### src/rtl/vc_flit_fifo.sv
// vc_flit_fifo: NUM_VC independent flit FIFOs sharing one storage array.
// Each VC owns a 2**DEPTH_LOG2 slice addressed as {vc, ptr}. Pointers carry
// an extra lap bit so full and empty are told apart without a separate count.
// data_o is first-word fall-through for the VC selected by pop_vc.
module vc_flit_fifo #(
  parameter int FLIT_W     = 32,
  parameter int NUM_VC     = 4,
  parameter int VC_W       = 2,
  parameter int DEPTH_LOG2 = 2,
  parameter int AF_LEVEL   = 3
) (
  input  logic                             clk,
  input  logic                             rst,
  input  logic [FLIT_W-1:0]                data_i,
  input  logic                             push,
  input  logic [VC_W-1:0]                  push_vc,
  input  logic                             pop,
  input  logic [VC_W-1:0]                  pop_vc,
  output logic [FLIT_W-1:0]                data_o,
  output logic [NUM_VC-1:0]                empty,
  output logic [NUM_VC-1:0]                full,
  output logic [NUM_VC-1:0]                almost_full,
  output logic [NUM_VC*(DEPTH_LOG2+1)-1:0] count,
  output logic                             credit_o,
  output logic [VC_W-1:0]                  credit_vc_o,
  output logic                             overflow,
  output logic                             underflow
);

  localparam int DEPTH = 2 ** DEPTH_LOG2;
  localparam int PW    = DEPTH_LOG2 + 1;
  localparam int AW    = VC_W + DEPTH_LOG2;
  localparam logic [PW-1:0]   AF_CNT = PW'(AF_LEVEL);
  localparam logic [VC_W:0]   VC_LIM = (VC_W+1)'(NUM_VC);

  logic [FLIT_W-1:0]         mem [NUM_VC*DEPTH];
  logic [NUM_VC-1:0][PW-1:0] wptr, rptr, cnt;

  logic          push_ok, pop_ok;
  logic [AW-1:0] waddr, raddr;

  // A VC index beyond NUM_VC is treated like a full/empty queue and rejected.
  assign push_ok = push && ({1'b0, push_vc} < VC_LIM) && !full[push_vc];
  assign pop_ok  = pop  && ({1'b0, pop_vc}  < VC_LIM) && !empty[pop_vc];

  assign waddr  = {push_vc, wptr[push_vc][DEPTH_LOG2-1:0]};
  assign raddr  = {pop_vc,  rptr[pop_vc][DEPTH_LOG2-1:0]};
  assign data_o = mem[raddr];
  assign count  = cnt;

  // Per-VC status derived purely from the lap-bit pointers.
  for (genvar v = 0; v < NUM_VC; v++) begin : g_flags
    assign cnt[v]         = wptr[v] - rptr[v];
    assign empty[v]       = (wptr[v] == rptr[v]);
    assign full[v]        = (wptr[v][DEPTH_LOG2-1:0] == rptr[v][DEPTH_LOG2-1:0]) &&
                            (wptr[v][DEPTH_LOG2] != rptr[v][DEPTH_LOG2]);
    assign almost_full[v] = (cnt[v] >= AF_CNT);
  end

  // Flit storage; contents are deliberately not reset.
  always_ff @(posedge clk) begin
    if (push_ok) mem[waddr] <= data_i;
  end

  // Pointer advance: push and pop act on their own VC independently.
  always_ff @(posedge clk or posedge rst) begin
    if (rst) begin
      wptr <= '0;
      rptr <= '0;
    end else begin
      for (int v = 0; v < NUM_VC; v++) begin
        if (push_ok && push_vc == VC_W'(v)) wptr[v] <= wptr[v] + 1'b1;
        if (pop_ok  && pop_vc  == VC_W'(v)) rptr[v] <= rptr[v] + 1'b1;
      end
    end
  end

  // Credit pulse one cycle after each accepted pop; error flags are sticky.
  always_ff @(posedge clk or posedge rst) begin
    if (rst) begin
      credit_o    <= 1'b0;
      credit_vc_o <= '0;
      overflow    <= 1'b0;
      underflow   <= 1'b0;
    end else begin
      credit_o <= pop_ok;
      if (pop_ok)            credit_vc_o <= pop_vc;
      if (push && !push_ok)  overflow    <= 1'b1;
      if (pop && !pop_ok)    underflow   <= 1'b1;
    end
  end

endmodule

### config.mk
export PLATFORM = sky130hd
export DESIGN_NAME = vc_flit_fifo
export DESIGN_NICKNAME = d
export VERILOG_FILES = /design/src/rtl/vc_flit_fifo.sv
export SDC_FILE = /design/constraint.sdc
export NUM_CORES = 1
export LEC_CHECK = 0
export ABC_CLOCK_PERIOD_IN_PS = 4600
export BUFFER_PORTS_ARGS = -buffer_cell sky130_fd_sc_hd__buf_4
export CAP_MARGIN = 20
export CORE_ASPECT_RATIO = 1.5
export CORE_MARGIN = 4
export CORE_UTILIZATION = 25
export DETAILED_ROUTE_END_ITERATION = 6
export SETUP_SLACK_MARGIN = 0.15
export SLEW_MARGIN = 20
export SYNTH_ARGS = -nofsm -noshare
export SYNTH_HDL_FRONTEND = slang
export SYNTH_SLANG_ARGS = --single-unit
export TNS_END_PERCENT = 100
### constraint.sdc
create_clock -name clk -period 4.6 [get_ports clk]
set_clock_uncertainty 0.15 [all_clocks]
set_input_delay 1.38 -clock clk [delete_from_list [all_inputs] [get_ports clk]]
set_output_delay 1.38 -clock clk [all_outputs]
set_load 0.1 [all_outputs]
# Word level (Yosys, flattened, before mapping)
# Memories as Yosys holds them, arrays and structs flattened.
# Index checks and enable logic that the tools add are counted.
[totals]
word_cells = 81
ff_bits = 29
out_inout_bits = 61
ramBits = 512
memories = 1
in_bits = 40
[classes]
order_cmp = 6
addsub = 12
eq_ne = 18
n_reduce_logical = 22
n_mux = 10
[mem_list]
columns = ["memory", "depth", "word_bits", "read_ports", "rd_clocked_by_memory_dff", "write_ports", "line", "text"]
rows = [
  ["mem", 16, 32, 1, 0, 1, "36", "logic [FLIT_W-1:0] mem [NUM_VC*DEPTH];"],
]
[op_table]
columns = ["cell", "count"]
rows = [
  ["$add A3 B1 Y3 const B", 8],
  ["$logic_and A1 B1 Y1", 16],
  ["$bmux W3 S2", 2],
  ["$eq A3 B3 Y1", 4],
  ["$ge A3 B2 Y1 const B", 4],
  ["$sub A3 B3 Y3", 4],
  ["$eq A2 B2 Y1", 4],
  ["$eq A2 B2 Y1 const B", 4],
  ["$lt A2 B3 Y1 const B", 2],
  ["$bmux W1 S2", 2],
  ["$eq A2 B1 Y1 const B", 2],
  ["$logic_not A1 Y1", 4],
  ["$logic_not A2 Y1", 2],
  ["$mux W1", 4],
  ["$mux W2", 2],
  ["$ne A1 B1 Y1", 4],
]

# Depth between registers and ports, before layout
# Gate-level depths: netlist (run 1).
[logic_depth]
depth_word = 8
mapped_depth = 8
mapped_depth_nobuf = 7

# Least setup slack after synthesis (run 1)
# No wires, ideal clock.
[synth_timing]
kind = "input-to-output"
startpoint = "input port pop_vc[0]"
endpoint = "output port data_o[0]"
slack_ps = -1395
arrival_ps = 4465
t_required_ps = 3070
n_path_buf = 3
cell_stages = 7
cell_sequence = "mux4_2 buf_4 buf_4 buf_4 mux2i_1 mux4_2 mux2i_1"
[synth_between]
elab_chain_len = 3
[synth_lines]
columns = ["item", "line", "text"]
rows = [
  ["from (decl)", "18", "input logic [VC_W-1:0] pop_vc,"],
  ["$bmux W3 S2", "47", "assign raddr = {pop_vc, rptr[pop_vc][DEPTH_LOG2-1:0]};"],
  ["$mux W2 (implied by the code)", "47", ""],
  ["$mem_v2 Z16 W32 *", "--", ""],
  ["to (decl)", "19", "output logic [FLIT_W-1:0] data_o,"],
]
# Every way passes the cells marked *; elsewhere a longest branch is shown, timed or not. The select of a mux whose other input is x is not followed.

# Worst setup path in the final report (run 1)
[layout_timing]
startpoint = "input port pop_vc[0]"
endpoint = "output port data_o[28]"
# The elaborated chain is that of the path after synthesis.

==> summary.txt, run 1 <==
Routing
  – Via count: 10,500
  – Detailed Route Iter0 Violations: 649
  – Antenna-violating nets left: 0
  – Initial DRT Pass Iterations: 6
  – Residual DRC: 0
  – Routed len/inst: 21.7 um
  – Via density: 4.31
  – Final wirelength: 52,800 um

Setup path
  – Reg2Reg Setup Slack: 1.65 ns
  – CP max-delay cell: mux4_4
  – Crit path buffers/inverters: 4
  – Crit path DAT: roughly 3.7 ns
  – Req. time, crit path: roughly 3.1 ns
  – Endpoint kind of the worst setup timing path: output pin
  – Worst path max stage delay: 0.69 ns
  – FF-to-FF path depth: 7
  – Worst r2r dst: mem[7][12]
  – Crit path cell chain: buf_8 > mux4_4 > buf_16 > buf_4 > mux2i_1 > mux4_2 > mux2i_4 > buf_12
  – CP Class: input port to output pin
  – R2r startpoint: wptr[3]
  – Crit-path max FO: 19
  – Startpoint type of the worst setup path: input port
  – Crit path max-delay family: multiplexers

Pwr
  – Seq pwr share: 29.9%
  – Net Switching: 8370 uW
  – Sw Share: 41.4%
  – Max VDD drop: 1.39 mV
  – Clk pwr share: 20.9%
  – Gate power share: between 40% and 50%
  – LEAKAGE: 0.00936 uW
  – P_int: about 12,000 uW
  – Power per standard cell area: 739 nW/um^2

Global route
  – First-pass GRT wire length: 76,100 um
  – Vias in the first global route: 11,100
  – Gr usage total: 11.1%
  – Pin count of the biggest net entering global routing: 39
  – Initial antenna violation count: 2
  – Total gr overflow: 0

Worst hold path
  – Worst hold path type: flip-flop to flip-flop
  – WHS Path Cells: 1
  – Hold Path End: underflow
  – Worst min-delay path startpoint: underflow

Floorplanning
  – Die Span Y: 371 um
  – Die Wd: 250 um
  – Core Area: 86,700 um^2
  – Rows: 132
  – DIE AREA: 92,500 um^2
  – IO Pins: approximately 100
  – Starting Density: 25.3%

Placement
  – Cell Area, Placed: approximately 25,000 um^2
  – DP HPWL: 28,900 um
  – DP Worst Slack: -0.773 ns
  – PortBufs: 100
  – Gpl congestion: 0.707

Yosys
  – Sequential area share after synthesis: 73.5%
  – Synth cell types: 30
  – Largest area contributor in the netlist: edfxtp_1
  – Post-synthesis area per instance: 20.1 um^2
  – Post-Syn Area: 21,900 um^2
  – Post-Synthesis Cells: 1,089
  – Mapped Nets: around 1,100
  – Top cell type's share of synthesized area: a little over two thirds
  – Yosys warnings: 0
  – Synthesized flop and latch total: approximately 540
  – Dominant cells by area after synthesis: edfxtp_1 (70%), mux2i_1 (13%), mux4_2 (7.2%)

Clock tree
  – Clk slew on worst S/H paths: 0.06 ns
  – Max clock buf depth: 3
  – Clock Sinks: 541
  – Clk_lat worst skew: ~0.60 ns
  – TritonCTS buffer count: 56
  – CTS Hold Bufs: 0
  – CTS tree: built
  – Root Buffer: clkbuf_16
  – CTS H-tree lvls: 2

Timing
  – Endpoints failing hold: 0
  – Headroom to the max-slew limit: 41.3%
  – # setup viols final: 32
  – Fin worst setup slack: -0.658 ns
  – Final period util: 114%
  – Max Slew Vio Count: 0
  – F_max: 190 MHz
  – Post-layout min period: 5.26 ns
  – Fin Setup TNS: -19.71 ns
  – RSZ-0062 raised after global routing: true
  – Worst Tran Pin Value: 0.881 ns

Finish
  – Layout fillers: 8,315
  – N_diodes: 0
  – Final Instance Area: 27,400 um^2
  – Post-layout util: 31.5%
  – Share of cells above drive strength 1: 28.6%
  – Nets: approximately 1,300
  – Area Overhead vs Synth: 24.8%

Outcome
  – Status: complete, but fails checks
  – Failing checks: negative setup slack

Flow run
  – Max-cap violations: 0
-- synthesized netlist by cell type --
cell / number
nand2b_1: 3
buf_1: 2
clkbuf_1: 13
nor2b_1: 2
mux2_2: 9
nand4_1: 1
ha_1: 16
buf_2: 2
xor2_1: 11
or3b_2: 1
mux2i_1: 288
dfrtp_1: 29
nor3_1: 1
a21o_1: 6
buf_6: 8
and3_1: 2
mux4_2: 70
xnor2_1: 13
nor2_1: 24
fa_1: 4
or3_1: 2
edfxtp_1: 512
o21ai_0: 1
nand2_1: 12
nor3b_1: 2
or4b_2: 1
inv_1: 23
buf_4: 28
or2_2: 1
nand3_1: 2
-- power groups by stage --
stage	registers [uW]	clock network (uW)	logic, uW
after floorplan	6260	0	7220
after global placement	6140	0	9160
after detailed placement	6160	0	9250
after CTS	6060	4330	9800
after global routing	6090	4550	10400
final	6050	4220	9930
-- layout make-up --
class                      instances  area, um^2  share of cell area, %
clock buffer                      69        1450                   5.30
inverter                          23        86.3                  0.316
timing repair buffer             163        2130                   7.78
tap                             1139        1430                   5.21
sequential                       541       16100                   58.9
clock inverter                    28         250                  0.915
multi-input combinational        472        5910                   21.6
-- worst register-to-register path, delay by kind of cell, from the launching register on --
family | cells | cell delay (ns)
adders and majority gates | 1 | 0.33
buffers and inverters | 2 | 0.68
DFF | 1 | 0.44
and+or+nand+nor | 4 | 0.94
-- per-layer routing --
layer,vias to the layer above,wire (um),track usage (%)
li1,4680,-,-
met3,61,2140,2.09
met4,2,858,2.62
met2,213,28200,20.4
met1,5545,21500,13.4
met5,-,13,0
-- worst max-delay path by stage --
stage                 endpoint  depth (start not counted)  slack, ns       from
floorplan            data_o[0]                          7      -0.45  pop_vc[0]
global placement    data_o[29]                          8      -0.77  pop_vc[0]
detailed placement  data_o[29]                          8      -0.77  pop_vc[0]
CTS                 data_o[26]                          8      -0.69  pop_vc[0]
global route        data_o[31]                          8      -0.72  pop_vc[0]
finish              data_o[28]                          8      -0.66  pop_vc[0]
-- cells by family after synthesis --
group	after synthesis	synth area share (%)
compound gates	7	0.228
xor+xnor	24	0.959
fa+ha+maj	20	1.28
buf+inv	76	2.07
flops	541	73.5
mux	367	20.8
simple gates	54	1.15
-- cells in the final DEF, fill, tap and decap left out, drive strengths merged, types with 11 or more instances in the layout --
master | netlist | layout
inv | 23 | 25
ha | 16 | 16
buf | 40 | 159
xor2 | 11 | 11
dfrtp | 29 | 29
xnor2 | 13 | 13
mux4 | 70 | 70
clkbuf | 13 | 73
mux2i | 288 | 288
nand2 | 12 | 12
clkinv | 0 | 20
nor2 | 24 | 24
edfxtp | 512 | 512
-- flip-flops by register name (all words and copies together), names as in the netlist --
name         cells
wptr            12
underflow        1
credit_vc_o      2
mem            512
rptr            12
credit_o         1
overflow         1
-- timing repair --
item	4_1_cts	5_1_grt
setup buffers	0	2
gates resized for setup	95	28
gates cloned	0	6
setup endpoints to repair	32	32
-- through the flow --
| stage | std cells | total power, uW | hold WS, ns |
|---|---|---|---|
| 2_1_floorplan | 1089 | 13500 | 0.310 |
| 3_3_place_gp | 2330 | 15300 | 0.297 |
| 3_5_place_dp | 2330 | 15400 | 0.308 |
| 4_1_cts | 2427 | 20200 | 0.322 |
| 5_1_grt | 2435 | 21100 | 0.357 |
| 6_report | 2435 | 20200 | 0.316 |
Note: power is estimated with default switching activity, not from simulation.
==> inputs of run 2 (changes only) <==
CELL_PAD_IN_SITES_DETAIL_PLACEMENT = 1   (was not set)
CELL_PAD_IN_SITES_GLOBAL_PLACEMENT = 1   (was not set)
CORE_MARGIN = 10   (was 4)
CTS_CLUSTER_SIZE = 12   (was not set)
PLACE_DENSITY_LB_ADDON = 0.1   (was not set)
==> summary.txt, run 2 (synthesis results as in run 1) <==
Pwr
  – Power per standard cell area: 745 nW/um^2 (+0.86%)
  – LEAKAGE: 0.00927 uW (-0.94%)
  – Total Power: 20,200 uW (+0.18%)
  – Max VDD drop: 1.32 mV (-5.4%)

Routing
  – Antenna-violating nets left: 0 (unchanged)
  – Detailed Route Iter0 Violations: 472 (-27%)
  – Routed len/inst: 24.1 um (+11%)
  – Final wirelength: 58,400 um (+11%)
  – Via density: 4.29 (-0.46%)
  – Via count: 10,400 (-0.95%)
  – Residual DRC: 0 (unchanged)
  – Initial DRT Pass Iterations: 4 (-2)

Setup path
  – Reg2Reg Setup Slack: 1.65 ns (about the same)
  – Startpoint type of the worst setup path: input port
  – CP Class: input port to output pin
  – Crit path cell chain: buf_6 > mux4_4 > buf_16 > buf_12 > mux2i_1 > mux4_2 > mux2i_4 > buf_12
  – Crit-path max FO: 32 (+13)
  – R2r startpoint: rptr[2]
  – Most used cell, CP: buf_12
  – Req. time, crit path: 3.07 ns (about the same)
  – Worst path max stage delay: 0.67 ns (-0.02 ns)
  – Crit path DAT: 3.69 ns (-0.04 ns)
  – FF-to-FF path depth: 5 (-2)
  – Worst r2r dst: mem[1][16]
  – CP max-delay cell: mux4_4
  – Endpoint kind of the worst setup timing path: output pin

Clock tree
  – Clk_lat worst skew: 0.61 ns (about the same)
  – Clk slew on worst S/H paths: 0.06 ns (about the same)
  – TritonCTS buffer count: 57 (+1.8%)
  – Max clock buf depth: 3 (unchanged)
  – Root Buffer: clkbuf_16
  – CTS tree: built
  – Clock Sinks: 541 (unchanged)
  – CTS H-tree lvls: 2 (unchanged)

Floorplanning
  – Rows: 132 (unchanged)
  – Starting Density: 25.3% (unchanged)
  – Die Span Y: 383 um (+3.2%)
  – Die Wd: 262 um (+4.8%)
  – IO Pins: 101 (unchanged)
  – Core Area: 86,700 um^2 (unchanged)
  – DIE AREA: 100,000 um^2 (+8.2%)

Placement
  – DP Worst Slack: -0.738 ns (+0.0348 ns)
  – DP HPWL: 31,400 um (+8.7%)
  – Cell Area, Placed: 25,000 um^2 (+0.11%)
  – Gpl congestion: 0.669 (-5.4%)
  – PortBufs: 100 (unchanged)

Finish
  – Commonest cells after routing, fill and taps aside: edfxtp_1 (512), mux2i_1 (256), buf_4 (86)
  – Multi-input gate area: 5910 um^2 (unchanged)
  – Register Area: 16,100 um^2 (unchanged)
  – Final Instance Area: 27,200 um^2 (-0.67%)
  – Most common cell after layout, fill and taps aside: edfxtp_1
  – Share of cells above drive strength 1: 27.7% (-0.90 points)
  – Post-layout util: 31.3% (-0.21 points)
  – Layout fillers: 8,692 (+4.5%)
  – Max reg flops: 512 (unchanged)
  – Nets: 1,305 (-0.91%)
  – Largest regs: mem (512), rptr (12), wptr (12)
  – N_diodes: 0 (unchanged)
  – Biggest register: mem
  – Area Overhead vs Synth: 24.0%

Timing
  – Worst Tran Pin Value: 0.980 ns (+0.0994 ns)
  – Hold_ws: 0.314 ns (-0.00259 ns)
  – Fin worst setup slack: -0.620 ns (+0.0382 ns)
  – RSZ-0062 raised after global routing: true
  – Final period util: 113% (-0.83 points)
  – F_max: 192 MHz (+0.73%)
  – Headroom to the max-slew limit: 34.6% (-6.6 points)
  – Post-layout min period: 5.22 ns (-0.0382 ns)
  – # setup viols final: 32 (unchanged)
  – Max Slew Vio Count: 0 (unchanged)
  – Endpoints failing hold: 0 (unchanged)

Worst hold path
  – Worst min-delay path startpoint: overflow
  – WHS Path Cells: 1 (unchanged)
  – Worst hold path type: flip-flop to flip-flop
  – Hold Path End: overflow

Global route
  – Gr usage total: 11.7% (+0.63 points)
  – Total gr overflow: 0 (unchanged)
  – First-pass GRT wire length: 84,400 um (+11%)
  – Initial antenna violation count: 2 (unchanged)
  – Vias in the first global route: 11,800 (+6.2%)
  – Pin count of the biggest net entering global routing: 41 (+5.1%)

Flow run
  – Max-cap violations: 0 (unchanged)

Outcome
  – Status: complete, but fails checks
  – Failing checks: negative setup slack
==> run 2: cell types whose count changed in the layout (fill, tap and decap cells not counted), sizes merged <==
cell and delta:
clkinv -3, buf -9, clkinvlp -1, bufinv +1
==> run 2: final cells by class <==
type / count / share of cell area, %
multi-input cells: 472 / 21.8
clock inverters: 25 / 0.829
inverters: 23 / 0.318
flip-flops and latches: 541 / 59.3
clock buffers: 73 / 5.47
repair buffers: 150 / 7.12
well taps: 1139 / 5.25
==> run 2: worst max-delay path: cells and delay by family <==
| kind | cells | cell delay, ns |
|---|---|---|
| multiplexers | 4 | 1.55 |
| buffers and inverters | 4 | 0.71 |
==> run 2: worst max-delay path by stage <==
stage                            to      start  cells after the start  slack [ns]
final                     data_o[2]  pop_vc[0]                      8       -0.62
after global routing      data_o[2]  pop_vc[0]                      8       -0.68
after CTS                 data_o[1]  pop_vc[0]                      8       -0.64
after detailed placement  data_o[3]  pop_vc[0]                      8       -0.74
after global placement    data_o[3]  pop_vc[0]                      8       -0.74
after floorplan           data_o[0]  pop_vc[0]                      7       -0.45
==> run 2: timing repair <==
item,CTS,global route
hold buffers,0,0
gates cloned,1,0
endpoints found under the hold margin,0,0
setup endpoints to repair,32,32
resized for setup,98,0
setup buffers,1,0
==> run 2: per-stage QoR <==
stage,TNS [ns],std cells
6_report,-18.46,2423
5_1_grt,-20.42,2423
4_1_cts,-19.16,2423
3_5_place_dp,-22.23,2323
3_3_place_gp,-22.28,2323
2_1_floorplan,-14.41,1089
==> run 2: per-layer routing <==
layer	track usage, %	vias to the layer above	wire length [um]
met4	3.06	4	1200
met5	0	-	25
met3	2.40	80	2190
li1	-	4636	-
met1	14.3	5523	24700
met2	20.6	158	30200
==> run 2: report_power, final <==
part | switching (uW) | total (uW) | internal (uW) | leakage (uW)
Sequential | 226 | 6070 | 5850 | 0.00496
Clock | 1890 | 4380 | 2480 | 0.000830
Combinational | 6350 | 9800 | 3450 | 0.00348
